--- config.mk ---
export PLATFORM = sky130hd
export DESIGN_NAME = cnt_seq_ctrl
export DESIGN_NICKNAME = d
export VERILOG_FILES = /design/src/rtl/cnt_seq_ctrl.sv
export SDC_FILE = /design/constraint.sdc
export NUM_CORES = 1
export LEC_CHECK = 0
export CAP_MARGIN = 30
export CELL_PAD_IN_SITES_DETAIL_PLACEMENT = 0
export CELL_PAD_IN_SITES_GLOBAL_PLACEMENT = 1
export CORE_ASPECT_RATIO = 0.7
export CORE_MARGIN = 1.5
export CORE_UTILIZATION = 26
export CTS_CLUSTER_DIAMETER = 100
export DETAILED_ROUTE_END_ITERATION = 10
export GPL_TIMING_DRIVEN = 0
export PLACE_DENSITY = 0.63
export SYNTH_ARGS = -nofsm -noshare
export SYNTH_HDL_FRONTEND = slang
export SYNTH_SLANG_ARGS = --single-unit
--- constraint.sdc ---
create_clock -name Clk -period 2.7 [get_ports Clk]
set_clock_uncertainty 0.15 [all_clocks]
set_input_delay 0.54 -clock Clk [delete_from_list [all_inputs] [get_ports Clk]]
set_output_delay 0.54 -clock Clk [all_outputs]
set_load 0.005 [all_outputs]
--- src/rtl/cnt_seq_ctrl.sv ---
// Run-control sequencer for one HC161-style 4-bit presettable counter slice.
// Generates PE/CEP/CET/D so the counter runs between a programmable init and
// top value, with start/stop/pause control, one-shot or free-running mode and
// a saturating count of reloads. MR is shared with the counter's own MR.
module cnt_seq_ctrl #(
  parameter int WRAP_W = 8
) (
  input  logic              Clk,
  input  logic              MR,
  input  logic              cfg_valid,
  output logic              cfg_ready,
  input  logic [3:0]        cfg_top,
  input  logic [3:0]        cfg_init,
  input  logic              cfg_oneshot,
  input  logic              start,
  input  logic              stop,
  input  logic [3:0]        cnt_q,
  output logic              cnt_pe_n,
  output logic              cnt_cep,
  output logic              cnt_cet,
  output logic [3:0]        cnt_d,
  output logic              busy,
  output logic              wrap,
  output logic              done,
  output logic [WRAP_W-1:0] wrap_cnt
);

  typedef enum logic [2:0] {
    S_IDLE,
    S_LOAD,
    S_RUN,
    S_PAUSE,
    S_DONE
  } state_t;

  state_t     state, state_nxt;
  logic [3:0] top_reg;
  logic [3:0] init_reg;
  logic       oneshot_reg;
  logic       cnt_en;
  logic       hit;
  logic       reload;

  // The counter sits on top_reg; a top of 15 reloads at 15, so the
  // counter's own TC never matters.
  assign hit    = (cnt_q == top_reg);
  // A free-running reload happens in RUN on a hit unless stop overrides it.
  assign reload = (state == S_RUN) && !stop && hit && !oneshot_reg;

  // State register.
  // NOTE: sequential state is always written with <=, so every flop samples
  // values from before the edge regardless of block ordering.
  always_ff @(posedge Clk or negedge MR) begin
    if (!MR) state <= S_IDLE;
    else     state <= state_nxt;
  end

  // Next-state decode; stop always wins over start and over a top hit.
  always_comb begin
    // NOTE: default first so every path assigns state_nxt and no latch forms.
    state_nxt = state;
    unique case (state)
      S_IDLE:  if (start && !stop) state_nxt = S_LOAD;
      S_LOAD:  state_nxt = stop ? S_IDLE : S_RUN;
      S_RUN: begin
        if (stop)             state_nxt = S_PAUSE;
        else if (hit && oneshot_reg) state_nxt = S_DONE;
      end
      S_PAUSE: begin
        if (stop)       state_nxt = S_IDLE;
        else if (start) state_nxt = S_RUN;
      end
      S_DONE:  state_nxt = S_IDLE;
      default: state_nxt = S_IDLE;
    endcase
  end

  // Counter controls: combinational from state, cnt_q and stop so a hit
  // reloads on the very next edge.
  always_comb begin
    cnt_pe_n = 1'b1;
    cnt_en   = 1'b0;
    unique case (state)
      S_LOAD: cnt_pe_n = 1'b0;
      S_RUN: begin
        if (stop) begin
          cnt_en = 1'b0;
        end else if (hit && oneshot_reg) begin
          cnt_en = 1'b0;
        end else if (hit) begin
          cnt_pe_n = 1'b0;
          cnt_en   = 1'b1;
        end else begin
          cnt_en = 1'b1;
        end
      end
      default: begin
        cnt_pe_n = 1'b1;
        cnt_en   = 1'b0;
      end
    endcase
  end

  assign cnt_cep   = cnt_en;
  assign cnt_cet   = cnt_en;
  assign cnt_d     = init_reg;
  assign cfg_ready = (state == S_IDLE);
  assign busy      = (state != S_IDLE);
  assign done      = (state == S_DONE);

  // Configuration capture; an init above top falls back to 0.
  always_ff @(posedge Clk or negedge MR) begin
    if (!MR) begin
      top_reg     <= 4'd11;
      init_reg    <= 4'd0;
      oneshot_reg <= 1'b0;
    end else if (cfg_valid && cfg_ready) begin
      top_reg     <= cfg_top;
      init_reg    <= (cfg_init > cfg_top) ? 4'd0 : cfg_init;
      oneshot_reg <= cfg_oneshot;
    end
  end

  // Wrap pulse lands in the cycle the counter shows init after a reload;
  // wrap_cnt restarts at each LOAD and saturates at all-ones.
  always_ff @(posedge Clk or negedge MR) begin
    if (!MR) begin
      wrap     <= 1'b0;
      wrap_cnt <= '0;
    end else begin
      wrap <= reload;
      if (state == S_LOAD) begin
        wrap_cnt <= '0;
      end else if (reload && (wrap_cnt != '1)) begin
        wrap_cnt <= wrap_cnt + WRAP_W'(1);
      end
    end
  end

endmodule

# --- Word level (Yosys, flattened, before mapping) ---
# Cells that the tools add are included.
# Widths: inputs -> output; s select.
word_totals:
  reg_bits: 21
  latchBits: 0
  ram_bits: 0
  romBits: 0
  output_inout_bits: 19
  elab_cells: 47
  memories: 0
op_classes:
  n_addsub: 1
  mul: 0
  n_div: 0
  n_lt_le_gt_ge: 1
  eq_ne: 9
  shifts: 0
  muxes: 17
  bitwise_logic: 0
  n_reduce_logical: 13
ops:
  columns: ["op", "n"]
  rows:
  - ["$mux 8", 2]
  - ["$mux 3", 5]
  - ["$pmux 3 s4", 1]
  - ["$add 8x1->8 const B", 1]
  - ["$ne 8x8->1 const B", 1]
  - ["$logic_and 1x1->1", 7]
  - ["$eq 3x2->1 const B", 2]
  - ["$mux 1", 6]
  - ["$eq 4x4->1", 1]
  - ["$gt 4x4->1", 1]
  - ["$mux 4", 1]
  - ["$eq 3x1->1 const B", 1]
  - ["$eq 3x3->1 const B", 1]
  - ["$logic_not 3->1", 1]
  - ["$ne 3x2->1 const B", 1]
  - ["$ne 3x3->1 const B", 1]
  - ["$reduce_and 3->1", 1]
  - ["$reduce_bool 3->1", 1]
  - ["$logic_not 1->1", 2]
  - ["$mux 2", 1]
  - ["$ne 2x1->1 const B", 1]
  - ["$pmux 1 s2", 1]
  - ["$reduce_bool 2->1", 1]

# --- Depth between registers and ports, before layout ---
depth:
  depth_word: 7
  depth_mapped: 7

# --- Worst setup path before layout ---
# No wires, ideal clock.
synth_path:
  path_type: "in2reg"
  from: "in stop"
  to: "reg wrap_cnt[5]"
  setup_ns: 0.078
  arrival_time_ns: 2.109
  slack_ns: 0.363
  stages: 5
  cell_sequence: "or4b_4 a311oi_4 nand2_4 or4_1 a21oi_1"
synth_via:
  elab_chain_cells: 6
synth_rtl:
  columns: ["element", "line", "source"]
  rows:
  - ["start, declared", "16", "input logic stop,"]
  - ["$logic_not 1->1", "48", "assign reload = (state == S_RUN) && !stop && hit && !oneshot_reg;"]
  - ["$logic_and 1x1->1 (3 in a row)", "48", null]
  - ["$logic_and 1x1->1", "134", "end else if (reload && (wrap_cnt != '1)) begin"]
  - ["$reduce_bool 2->1 (no line)", null, null]
  - ["end signal, assigned", "135", "wrap_cnt <= wrap_cnt + WRAP_W'(1);"]
  - ["end, declared", "25", "output logic [WRAP_W-1:0] wrap_cnt"]
# Every way passes these cells.
# A chain may end at the register's enable or synchronous reset.

# --- Final worst setup path ---
# Ends and elaborated chain as after synthesis.

==> results.toml <==
[floorplanning]
pin_count = 37
rows = 20
core_area_mm2 = 0.00433
die_x_um = 83.0
start_util_pct = 26.9
die_area_mm2 = 0.00489
die_h_um = 59.0

[cts]
htree_levels = 1
postCtsHoldBufs = 0
cts_buffers = 3
clk_latency_ps = 250
cts.sinks = 21
cts_tree = "done"
path_clk_slew_ps = 80
clk_path_buf_depth = 2
root_buffer = "clkbuf_8"

[sta]
rsz0062_at_grt = "yes"
hold_viol = 0
fin_crit_sh_pct = 98.0
period_needed_ps = 2650
slew_headroom_pct = 58.2
max_freq_mhz = 378
layout_setup_ws_ps = 54.0
finalMaxSlewViolations = 0
fin_tns_setup_ps = 0
setup_viol = 0
worst_pin_slew_ps = 625

[synthesis]
synth_simple_gate_area_share_pct = 23.0
synthFlopType = "dfrtp_1"
synth_compound_gate_area_share_pct = 13.2
yosys.area_share.adder_pct = 5.38
ys_seq_area_share_pct = 45.5
synth-xor-area-share_pct = 5.27
synthMuxAreaShare_pct = 3.76
yosys_register_bits = 21
syn_area_mm2 = 0.00116
avgSynthCellArea_um2 = 10.0
synth_cells = 116
synth.distinct_cells = 33
ys_async_sr_fraction_pct = 100
synth_fp_nets = 139
synth_top_family_by_area = "simple AND/OR/NAND/NOR gates"
yosysWarnings = 0
synth_edf_count = 0

[critical_path]
crit_path_max_incr_delay_ps = 560
critPathSlowestCell = "or4b_4"
required_ps = 2740
worst_setup_path_end_kind = "flop"
critical_path_class = "in2reg"
cp_cell_sequence = "clkdlybuf4s15_2 -> or4b_4 -> buf_4 -> buf_4 -> a311oi_4 -> nand2_4 -> or4_1 -> a21oi_1"
cp.arrival_ps = 2680
worst-path-max-fanout = 8
crit_top_cell = "buf_4"
start_kind = "primary input"

[detailed_routing]
avgViaCountPerCell = 4.69
routed_wl_um = 2940
drtIter0Drc = 31
drc = 0
drtPass1Iterations = 4
vias = 1027
wire_per_inst_um = 13.4
final_antenna_net_count = 0

[grt]
antenna_found_initial = 0
grt_util_all_layers_pct = 12.9
grt_pass1_wl_um = 4970
grt_start_max_net_pins = 20
grt_pass1_vias = 1012
grt_overflow = 0

[finish]
utilization_pct = 40.8
drive_gt1_share_pct = 20.1
antennaDiodeCount = 0
mostFrequentLayoutCells = "clkdlybuf4s50_1 (28), dfrtp_1 (18), nand2_1 (12)"
final_common_cell = "clkdlybuf4s50_1"
syn2layout_area_growth_pct = 51.9
fin_nets = 188
fin_area_mm2 = 0.00177
fillers = 429
largest_reg_flops = 8

[placement]
gp_congestion = 0.735
dp_hpwl_um = 2170
dpl_cell_area_mm2 = 0.00162
port_buffers = 36
dp_slack_ps = -690

[min_path]
hold_class = "reg2reg"

[outcome]
status = "completed"

[pwr]
cellPowerDensity_mw_per_mm2 = 706
p_total_mw = 1.25
peakVddDrop_v = 0.000284
power_leakage_nw = 0.796

[flow_run]
cap_violations = 0
-- layer usage --
metal  vias up  part of all wire [%]  global-route usage [%]
li1        504                     -                       -
met1       499                    51                    18.2
met2        22                    44                    20.7
met3         2                   4.1                    2.79
met4         0                  0.92                    2.86
met5         -                     0                       0
-- final cells by class --
type	instances	area (µm²)	share of cell area, %
multi-input cells	85	647	36.6
inverters	7	26.3	1.49
well taps	55	68.8	3.89
clock buffers	4	45.0	2.55
repair buffers	44	433	24.5
plain buffers	3	18.8	1.06
flip-flops and latches	21	529	29.9
-- worst paths after layout --
| kind | to | start | slack, ps | cells after the start |
|---|---|---|---|---|
| setup / recovery | wrap_cnt[5]$_DFFE_PN0P_ | stop | 50 | 8 |
| hold / removal | top_reg[1]$_DFFE_PN1P_ | top_reg[1]$_DFFE_PN1P_ | 350 | 2 |
| setup reg to reg | wrap_cnt[5]$_DFFE_PN0P_ | state[0]$_DFFE_PN0P_ | 90 | 7 |
| hold reg to reg | top_reg[1]$_DFFE_PN1P_ | top_reg[1]$_DFFE_PN1P_ | 350 | 2 |
| max in group asynchronous | top_reg[3]$_DFFE_PN1P_ | MR | 1580 | 2 |
| min in group asynchronous | cnt_d[2]$_DFFE_PN0P_ | MR | 360 | 1 |
-- where the power goes --
part,leakage (nW),switching [mW],internal [mW]
registers,0.272,0.0840,0.410
clock network,0.0228,0.0974,0.105
logic,0.502,0.251,0.300
total,0.796,0.432,0.815
-- cell families (layout without fill, tap and decap cells) --
logic type / count (synthesis) / after routing
AOI/OAI and AO/OA: 22 / 22
muxes: 4 / 4
adders and majority gates: 5 / 5
buffers and inverters: 10 / 58
and+or+nand+nor: 47 / 47
xor gates and xnor gates: 7 / 7
DFF: 21 / 21
-- per-stage QoR --
| step | cells | hold WS [ps] |
|---|---|---|
| detailed placement | 208 | 333 |
| finish | 219 | 351 |
| CTS | 219 | 354 |
| global route | 219 | 358 |
| floorplan | 116 | 94.4 |
| global placement | 207 | 326 |
-- synth_stat cells (all sizes together), types with 3 or more instances --
master / n / area [µm²]
dfstp: 3 / 78.8
nand2: 13 / 56.3
nor2: 11 / 41.3
nand3: 7 / 35.0
inv: 7 / 26.3
or4: 3 / 22.5
a21oi: 10 / 50.1
xor2: 7 / 61.3
dfrtp: 18 / 450
mux2: 3 / 33.8
ha: 5 / 62.6
o21ai: 4 / 20.0
-- timing repair --
item | CTS | global route
setup endpoints to repair | 6 | 4
setup buffers | 7 | 0
gates resized for setup | 19 | 2
pin swaps | 5 | 1
-- worst max-delay path, delay by kind of cell --
kind / cells / cell delay [ps]
buffers and inverters: 3 / 540
and+or+nand+nor: 3 / 1170
AOI/OAI and AO/OA: 2 / 430
Note: power is estimated with default switching activity, not from simulation.
